==> src/rtl/alu_arbiter.sv <==
// Two-requester round-robin front end for a shared external ALU.
// One transaction in flight: IDLE (grant/accept) -> EXEC (drive ALU) -> RESP (hold result).
module alu_arbiter #(
    parameter int WIDTH = 4
) (
    input  logic               clk,
    input  logic               rst,
    input  logic [1:0]         req_valid,
    output logic [1:0]         req_ready,
    input  logic [5:0]         req_op,
    input  logic [2*WIDTH-1:0] req_a,
    input  logic [2*WIDTH-1:0] req_b,
    output logic               rsp_valid,
    input  logic               rsp_ready,
    output logic               rsp_id,
    output logic [WIDTH-1:0]   rsp_result,
    output logic               rsp_carry,
    output logic [WIDTH-1:0]   alu_a,
    output logic [WIDTH-1:0]   alu_b,
    output logic [2:0]         alu_sel,
    input  logic [WIDTH-1:0]   alu_out,
    input  logic               alu_carry
);

    // state | meaning
    // IDLE  | grant one valid requester, latch its operands on accept
    // EXEC  | latched operands on the ALU port, result captured at end of cycle
    // RESP  | rsp_valid high, result held until rsp_ready
    typedef enum logic [1:0] {IDLE, EXEC, RESP} state_t;

    state_t             state_q, state_d;
    logic               ptr_q, ptr_d;
    logic               id_q;
    logic [WIDTH-1:0]   alu_a_q, alu_b_q;
    logic [2:0]         alu_sel_q;
    logic [WIDTH-1:0]   result_q;
    logic               carry_q;

    logic               grant_id;
    logic               accept;
    logic [2:0]         grant_op;
    logic [WIDTH-1:0]   grant_a, grant_b;

    assign grant_op = grant_id ? req_op[5:3] : req_op[2:0];
    assign grant_a  = grant_id ? req_a[2*WIDTH-1:WIDTH] : req_a[WIDTH-1:0];
    assign grant_b  = grant_id ? req_b[2*WIDTH-1:WIDTH] : req_b[WIDTH-1:0];

    always_comb begin
        state_d   = state_q;
        ptr_d     = ptr_q;
        req_ready = 2'b00;
        accept    = 1'b0;
        grant_id  = ptr_q;
        case (state_q)
            IDLE: begin
                // A lone requester wins outright; the pointer only breaks ties.
                case (req_valid)
                    2'b01:   grant_id = 1'b0;
                    2'b10:   grant_id = 1'b1;
                    default: grant_id = ptr_q;
                endcase
                if (!rst && (req_valid != 2'b00)) begin
                    req_ready = grant_id ? 2'b10 : 2'b01;
                    accept    = 1'b1;
                    ptr_d     = ~grant_id;
                    state_d   = EXEC;
                end
            end
            EXEC: state_d = RESP;
            RESP: begin
                if (rsp_ready) begin
                    state_d = IDLE;
                end
            end
            default: state_d = IDLE;
        endcase
    end

    always_ff @(posedge clk) begin
        if (rst) begin
            state_q   <= IDLE;
            ptr_q     <= 1'b0;
            id_q      <= 1'b0;
            alu_a_q   <= '0;
            alu_b_q   <= '0;
            alu_sel_q <= 3'b000;
            result_q  <= '0;
            carry_q   <= 1'b0;
        end else begin
            state_q <= state_d;
            ptr_q   <= ptr_d;
            // The ALU port registers double as the operand latch, so they only move on accept.
            if (accept) begin
                id_q      <= grant_id;
                alu_a_q   <= grant_a;
                alu_b_q   <= grant_b;
                alu_sel_q <= grant_op;
            end
            if (state_q == EXEC) begin
                result_q <= alu_out;
                carry_q  <= (alu_sel_q[2:1] == 2'b00) & alu_carry;
            end
        end
    end

    assign rsp_valid  = (state_q == RESP);
    assign rsp_id     = id_q;
    assign rsp_result = result_q;
    assign rsp_carry  = carry_q;
    assign alu_a      = alu_a_q;
    assign alu_b      = alu_b_q;
    assign alu_sel    = alu_sel_q;

endmodule

==> config.mk <==
export PLATFORM = sky130hd
export DESIGN_NAME = alu_arbiter
export DESIGN_NICKNAME = d
export VERILOG_FILES = /design/src/rtl/alu_arbiter.sv
export SDC_FILE = /design/constraint.sdc
export NUM_CORES = 1
export LEC_CHECK = 0
export CAP_MARGIN = 20
export CORE_UTILIZATION = 37
export CTS_CLUSTER_DIAMETER = 50
export DETAILED_ROUTE_END_ITERATION = 8
export PLACE_DENSITY = 0.72
export SYNTH_ARGS = -nofsm -noshare
export SYNTH_HDL_FRONTEND = slang
export SYNTH_SLANG_ARGS = --single-unit
==> constraint.sdc <==
create_clock -name clk -period 1.9 [get_ports clk]
set_input_delay 0.38 -clock clk [delete_from_list [all_inputs] [get_ports clk]]
set_output_delay 0.38 -clock clk [all_outputs]
set_load 0.03 [all_outputs]
==> summary.txt, run 1 <==
Synth
  – Commonest cells in the netlist: mux2i_1 (28), dfxtp_1 (20), o21ai_0 (13)
  – Most frequent cell after synthesis: mux2i_1
  – Synthesized netlist cell count: 119
  – Ranking of synthesized cells by area: dfxtp_1 (34%), mux2i_1 (24%), mux2_2 (11%)
  – Mean area per synthesized cell: 9.90 um2
  – Unique cell type count in the Yosys netlist: 19
  – Number of flops mapped to enable cells by yosys: 0
  – Library cell occupying the most area in the post-synthesis netlist: dfxtp_1
  – Post-synth design cell area: 0.00118 mm2
  – Most used flip-flop cell after synthesis: dfxtp_1
  – Async SR Flop Fraction: 0
  – Area fraction of the dominant cell type after synthesis: 0.340
  – Sequential cell area fraction in the yosys report: 0.340
  – #FFs+latches synth: 20
  – Total of warnings raised by yosys: 0
  – Syn nets: 154

STA
  – Accumulated negative setup slack: 0 ns
  – Final Setup Violations: 0
  – Final min period: 1.88 ns
  – Number of endpoints with negative hold slack in the final report: 0
  – Worst-margin pin slew: 0.311 ns
  – Max Clock Freq: 532 MHz
  – Worst hold margin: 0.469 ns
  – Worst Setup Slack, final: 0.0198 ns
  – Period utilisation layout: 0.990
  – Max-Slew Margin vs Limit: 0.792
  – Final count of pins violating max slew: 0
  – Unrepaired setup endpoints after global routing: yes
  – Final setup skew: 0.00381 ns

CTS
  – Root Buffer Master: clkbuf_4
  – Deepest clock path buffer count: 2
  – Clock sink total: 20
  – Number of CTS-inserted buffers: 3
  – Maximum level of the CTS H-tree: 1
  – Insertion delay of the later-clocked pin in the worst-skew pair: 0.30 ns
  – Clock tree from TritonCTS: yes
  – Clock Pin Slew Worst Setup and Hold Paths: 0.12 ns

Place
  – Post-placement setup slack: -0.406 ns
  – Final weighted congestion of routability-driven global placement: 0.679
  – Port Buf Inserts: 51
  – DP HPWL: 2200 um

Detailed routing
  – Via/cell ratio: 4.84
  – Number of DRC violations after detailed routing: 0
  – Total number of vias: 1,069
  – Routed wire length: 2880 um
  – Number of antenna-violating nets in the routed design: 0
  – Routed wire length per instance: 13.0 um
  – Number of design-rule violations left by the first detailed-router iteration: 20
  – First drt pass iteration count: 4

Pwr
  – Leakage: 0.739 nW
  – Total power: 0.00136 W
  – Max VDD drop: 0.339 mV
  – Power density over cell area: 726 mW/mm2

Die
  – Core area: 0.00303 mm2
  – Die Ht: 58.4 um
  – Die Wd: 58.4 um
  – Starting Density: 0.389
  – Number of top-level pins: 52
  – Area enclosed by the die boundary: 0.00342 mm2
  – Count of standard-cell rows: 20

Setup path
  – Type of the setup path with the least slack: input port to output port
  – Capture point of the worst reg-to-reg path: ptr_q
  – Worst-case register-to-register setup slack: 0.28 ns
  – Arrival time of the worst setup path: 1.50 ns
  – Startpoint of the worst register-to-register path: state_q[0]
  – Startpoint types: input port
  – Crit. Startpoint: req_valid[1]
  – Setup crit end kind: output port
  – Worst Path Max Fanout: 3
  – Data required time of the worst path: 1.52 ns
  – Logic depth of the worst register-to-register path: 4
  – Critical Path Sink: req_ready[0]

GRT
  – Initial antenna violation count: 0
  – Sum of overflow across all layers after global routing: 0
  – GRT Overall Usage: 0.183
  – First-pass GRT wire length: 4800 um
  – Pin count of the biggest net entering global routing: 20
  – Number of global-route vias before repair: 1,096

Hold path
  – Worst min-delay path category: flop to flop

Outcome
  – Status: completed

Final layout
  – Post-layout net count: 213
  – # diodes: 0
  – Area Overhead vs Synth: 58.6%
  – Proportion of layout cells with a drive suffix above 1: 0.249

Job
  – Max-cap check violation count: 0
-- per-stage QoR --
step,instances,utilization,cell area [um2]
floorplan,119,-,1200
global placement,214,0.588,1780
detailed placement,214,0.588,1780
CTS,219,0.615,1860
global route,221,0.617,1870
finish,221,0.617,1870
-- worst max-delay path, stage by stage --
cell and delay [ns]:
clkbuf_2 0.09, inv_2 0.04, ha_4 0.14, or4_4 0.57, nor2b_4 0.14, buf_6 0.13
-- power by group --
group	switching, W	internal [W]	total (W)
registers	0.0000300	0.000469	0.000498
clock network	0.000131	0.000213	0.000344
logic	0.000241	0.000273	0.000514
-- worst min-delay path by stage --
stage / slack, ns / from / depth (start not counted) / endpoint
floorplan: 0.52 / alu_out[0] / 2 / rsp_result[0]
global placement: 0.44 / rsp_carry / 2 / rsp_carry
detailed placement: 0.45 / rsp_carry / 2 / rsp_carry
CTS: 0.47 / rsp_carry / 2 / rsp_carry
global route: 0.49 / rsp_carry / 2 / rsp_carry
finish: 0.47 / rsp_carry / 2 / rsp_carry
-- layer usage --
| layer | up-vias | global-route usage | wire length, um | part of all wire |
|---|---|---|---|---|
| met5 | - | 0 | 0 | 0 |
| met4 | 0 | 0.0646 | 27 | 0.0094 |
| met3 | 2 | 0.0242 | 118 | 0.041 |
| met2 | 29 | 0.330 | 1430 | 0.50 |
| met1 | 499 | 0.221 | 1310 | 0.45 |
| li1 | 539 | - | - | - |
-- flip-flops by register name, indices dropped and copies added, names as in the netlist --
signal / cells
ptr_q: 1
alu_b: 4
alu_sel: 3
rsp_result: 4
state_q: 2
alu_a: 4
rsp_id: 1
rsp_carry: 1
-- kinds of logic after synthesis --
kind of cell | share of synthesized area
compound gates | 0.0754
mux | 0.343
simple gates | 0.147
fa+ha+maj | 0.0319
buf+inv | 0.0637
flops | 0.340
-- layout make-up --
cell class,instances,area (um2)
multi-input combinational,85,739
timing repair buffer,65,606
sequential,20,405
clock buffer,3,22.5
tap,44,55.1
clock inverter,1,30.0
fill,257,1160
inverter,3,11.3
-- cells in the final DEF, fill, tap and decap left out, drive strengths merged --
cell / count
nor2: 5
clkbuf: 5
or4: 1
nor3b: 1
nor2b: 3
or4b: 1
dfxtp: 20
o21ai: 13
mux2: 11
buf: 16
bufinv: 1
nand2b: 2
inv: 3
a211o: 1
nand2: 1
mux2i: 28
clkdlybuf4s50: 45
a21oi: 3
ha: 3
nand3b: 12
dlygate4sd2: 2
-- timing repair --
| item | CTS | global route |
|---|---|---|
| hold buffers | 0 | 0 |
| setup buffers | 1 | 2 |
| endpoints found under the hold margin | 0 | 0 |
| pin swaps | 2 | 1 |
| cloned | 0 | 0 |
| gates resized for setup | 13 | 3 |
| endpoints found under the setup margin | 10 | 2 |
Note: power is estimated with default switching activity, not from simulation.
==> run 2: changes to the inputs <==
--- a/config.mk
+++ b/config.mk
@@ -10,6 +10,7 @@
 export CTS_CLUSTER_DIAMETER = 50
 export DETAILED_ROUTE_END_ITERATION = 8
 export PLACE_DENSITY = 0.72
+export SETUP_SLACK_MARGIN = 0.2
 export SYNTH_ARGS = -nofsm -noshare
 export SYNTH_HDL_FRONTEND = slang
 export SYNTH_SLANG_ARGS = --single-unit
==> summary.txt, run 2 (synthesis gave the netlist of run 1 again) <==
Outcome
  – Status: completed

Final layout
  – Area Overhead vs Synth: 63.8%
  – Fill cells: 264 (+2.7%)
  – Post-layout net count: 217 (+1.9%)
  – # diodes: 0 (unchanged)
  – Non-filler instance count after layout: 225 (+1.8%)
  – Final design utilization: 0.638 (+0.0202)
  – Most common cell after layout, fill and taps aside: clkdlybuf4s50_1
  – Most used cells in the layout excluding fill and tap cells: clkdlybuf4s50_1 (28), mux2i_1 (27), dfxtp_1 (18)
  – Proportion of layout cells with a drive suffix above 1: 0.276 (+0.0277)

Die
  – Die Ht: 58.4 um (unchanged)
  – Number of top-level pins: 52 (unchanged)
  – Starting Density: 0.389 (unchanged)
  – Die Wd: 58.4 um (unchanged)
  – Area enclosed by the die boundary: 0.00342 mm2 (unchanged)
  – Core area: 0.00303 mm2 (unchanged)
  – Count of standard-cell rows: 20 (unchanged)

Pwr
  – Max VDD drop: 0.381 mV (+12%)
  – Leakage: 0.896 nW (+21%)
  – Power density over cell area: 653 mW/mm2 (-10%)

Detailed routing
  – Total number of vias: 1,077 (+0.75%)
  – Number of DRC violations after detailed routing: 0 (unchanged)
  – Number of antenna-violating nets in the routed design: 0 (unchanged)
  – Number of design-rule violations left by the first detailed-router iteration: 20 (unchanged)
  – Via/cell ratio: 4.79 (-1.0%)
  – Routed wire length: 3080 um (+6.9%)
  – First drt pass iteration count: 4 (unchanged)
  – Routed wire length per instance: 13.7 um (+5.0%)

CTS
  – Clock tree from TritonCTS: yes
  – Clock Pin Slew Worst Setup and Hold Paths: 0.11 ns (about the same)
  – Insertion delay of the later-clocked pin in the worst-skew pair: 0.28 ns (-0.02 ns)
  – Maximum level of the CTS H-tree: 1 (unchanged)
  – Number of CTS-inserted buffers: 3 (unchanged)
  – Count of hold buffers inserted by post-cts repair: 0 (unchanged)
  – Clock sink total: 20 (unchanged)
  – Deepest clock path buffer count: 2 (unchanged)
  – Root Buffer Master: clkbuf_4

Place
  – Port Buf Inserts: 51 (unchanged)
  – Total instance count after detailed placement: 216 (+0.93%)
  – Final weighted congestion of routability-driven global placement: 0.661 (-2.7%)
  – Post-placement setup slack: -0.383 ns (+0.0229 ns)
  – DP HPWL: 2330 um (+5.7%)

Setup path
  – Setup crit end kind: output port
  – Crit. Startpoint: req_valid[1]
  – Critical Path Stages: 6 (unchanged)
  – Logic depth of the worst register-to-register path: 6 (+2)
  – Worst path buffer plus inverter count: 3 (unchanged)
  – Startpoint of the worst register-to-register path: state_q[0]
  – Slowest stage cell on the critical path: or4_4
  – Worst path cell trace: buf_6 > inv_2 > ha_4 > or4_4 > nor2b_4 > buf_6
  – Arrival time of the worst setup path: 1.47 ns (-0.03 ns)
  – Startpoint types: input port
  – Most repeated library cell on the critical path: buf_6
  – Cell family with most CP delay: simple AND/OR/NAND/NOR gates
  – Max incr delay on CP: 0.59 ns (+0.02 ns)
  – Data required time of the worst path: 1.52 ns (about the same)
  – Type of the setup path with the least slack: input port to output port
  – Critical Path Sink: req_ready[0]
  – Capture point of the worst reg-to-reg path: ptr_q
  – Worst-case register-to-register setup slack: 0.13 ns (-0.15 ns)
  – Worst Path Max Fanout: 4 (+1)

Job
  – Max-cap check violation count: 0 (unchanged)

GRT
  – Sum of overflow across all layers after global routing: 0 (unchanged)
  – Number of global-route vias before repair: 1,092 (-0.36%)
  – Pin count of the biggest net entering global routing: 20 (unchanged)
  – GRT Overall Usage: 0.176 (-0.00671)
  – Initial antenna violation count: 0 (unchanged)
  – First-pass GRT wire length: 4660 um (-2.9%)

STA
  – Period utilisation layout: 0.976 (-0.0135)
  – Final min period: 1.85 ns (-0.0256 ns)
  – Worst-margin pin slew: 0.338 ns (+0.0272 ns)
  – Unrepaired setup endpoints after global routing: yes
  – Final setup skew: 0.00471 ns (+0.000903 ns)
  – Worst hold margin: 0.487 ns (+0.0188 ns)
  – Max-Slew Margin vs Limit: 0.774 (-0.0178)
  – Max Clock Freq: 539 MHz (+1.4%)
  – Worst Setup Slack, final: 0.0454 ns (+0.0256 ns)
  – Final count of pins violating max slew: 0 (unchanged)
  – Number of endpoints with negative hold slack in the final report: 0 (unchanged)
  – Final Setup Violations: 0 (unchanged)

Hold path
  – Worst min-delay path category: flop to flop
==> run 2: cell types whose count changed in the layout (fill, tap and decap cells not counted), moves of 2 or more <==
cell | previous run | this run
buf_4 | 14 | 16
clkdlybuf4s50_1 | 45 | 28
clkbuf_2 | 2 | 0
dlygate4sd2_1 | 2 | 12
buf_6 | 2 | 6
dlymetal6s2s_1 | 0 | 6
==> run 2: area by class of cell <==
class,count,area (um2),area share
well taps,44,55.1,0.0285
clock buffers,4,36.3,0.0188
repair buffers,69,659,0.342
multi-input cells,85,758,0.393
inverters,3,13.8,0.00713
flip-flops and latches,20,408,0.211
==> run 2: layer usage <==
metal	up-vias	track usage	part of all wire	wire [um]
met2	27	0.343	0.54	1670
met3	4	0.0242	0.026	81
met4	0	0.0510	0.014	42
li1	545	-	-	-
met5	-	0	0	0
met1	501	0.196	0.42	1290
==> run 2: worst register-to-register path, stage by stage, from the launching register on <==
cell     delay (ns)
dfxtp_4        0.36
or4_4          0.57
buf_4          0.16
buf_6          0.11
buf_6          0.14
o21ai_0        0.25
a21oi_2        0.08
==> run 2: stage by stage <==
stage,cell area [um2],total power (W),TNS (ns)
6_report,1930,0.00126,0
4_1_cts,1870,0.00126,0
5_1_grt,1930,0.00132,0
3_5_place_dp,1830,0.00104,-4.62
3_3_place_gp,1830,0.00102,-3.96
2_1_floorplan,1260,0.000823,0
==> run 2: repair_timing <==
item                       in CTS  in global routing
gates resized for setup        29                 11
pin swaps                       1                  2
setup endpoints to repair      27                  9
setup buffers                   2                  3
gates cloned                    0                  0
==> run 2: worst min-delay path by stage <==
stage               startpoint  slack, ns            end  depth (start not counted)
finish               rsp_carry       0.49      rsp_carry                          2
CTS                  rsp_carry       0.48      rsp_carry                          2
floorplan           alu_out[0]       0.52  rsp_result[0]                          2
global placement     rsp_carry       0.45      rsp_carry                          2
global route         rsp_carry       0.51      rsp_carry                          2
detailed placement   rsp_carry       0.47      rsp_carry                          2
==> run 2: power by group <==
group	switching, W	internal, W	leakage, nW
logic	0.000257	0.000273	0.709
clock network	0.000119	0.000116	0.0210
registers	0.0000275	0.000468	0.166
==> run 3: changes to the inputs <==
--- a/config.mk
+++ b/config.mk
@@ -8,6 +8,7 @@
 export CAP_MARGIN = 20
 export CORE_UTILIZATION = 37
 export CTS_CLUSTER_DIAMETER = 50
+export CTS_CLUSTER_SIZE = 10
 export DETAILED_ROUTE_END_ITERATION = 8
 export PLACE_DENSITY = 0.72
 export SETUP_SLACK_MARGIN = 0.2
==> results of run 3 <==
No change in the layout: final DEF, timing and power equal those of run 2.
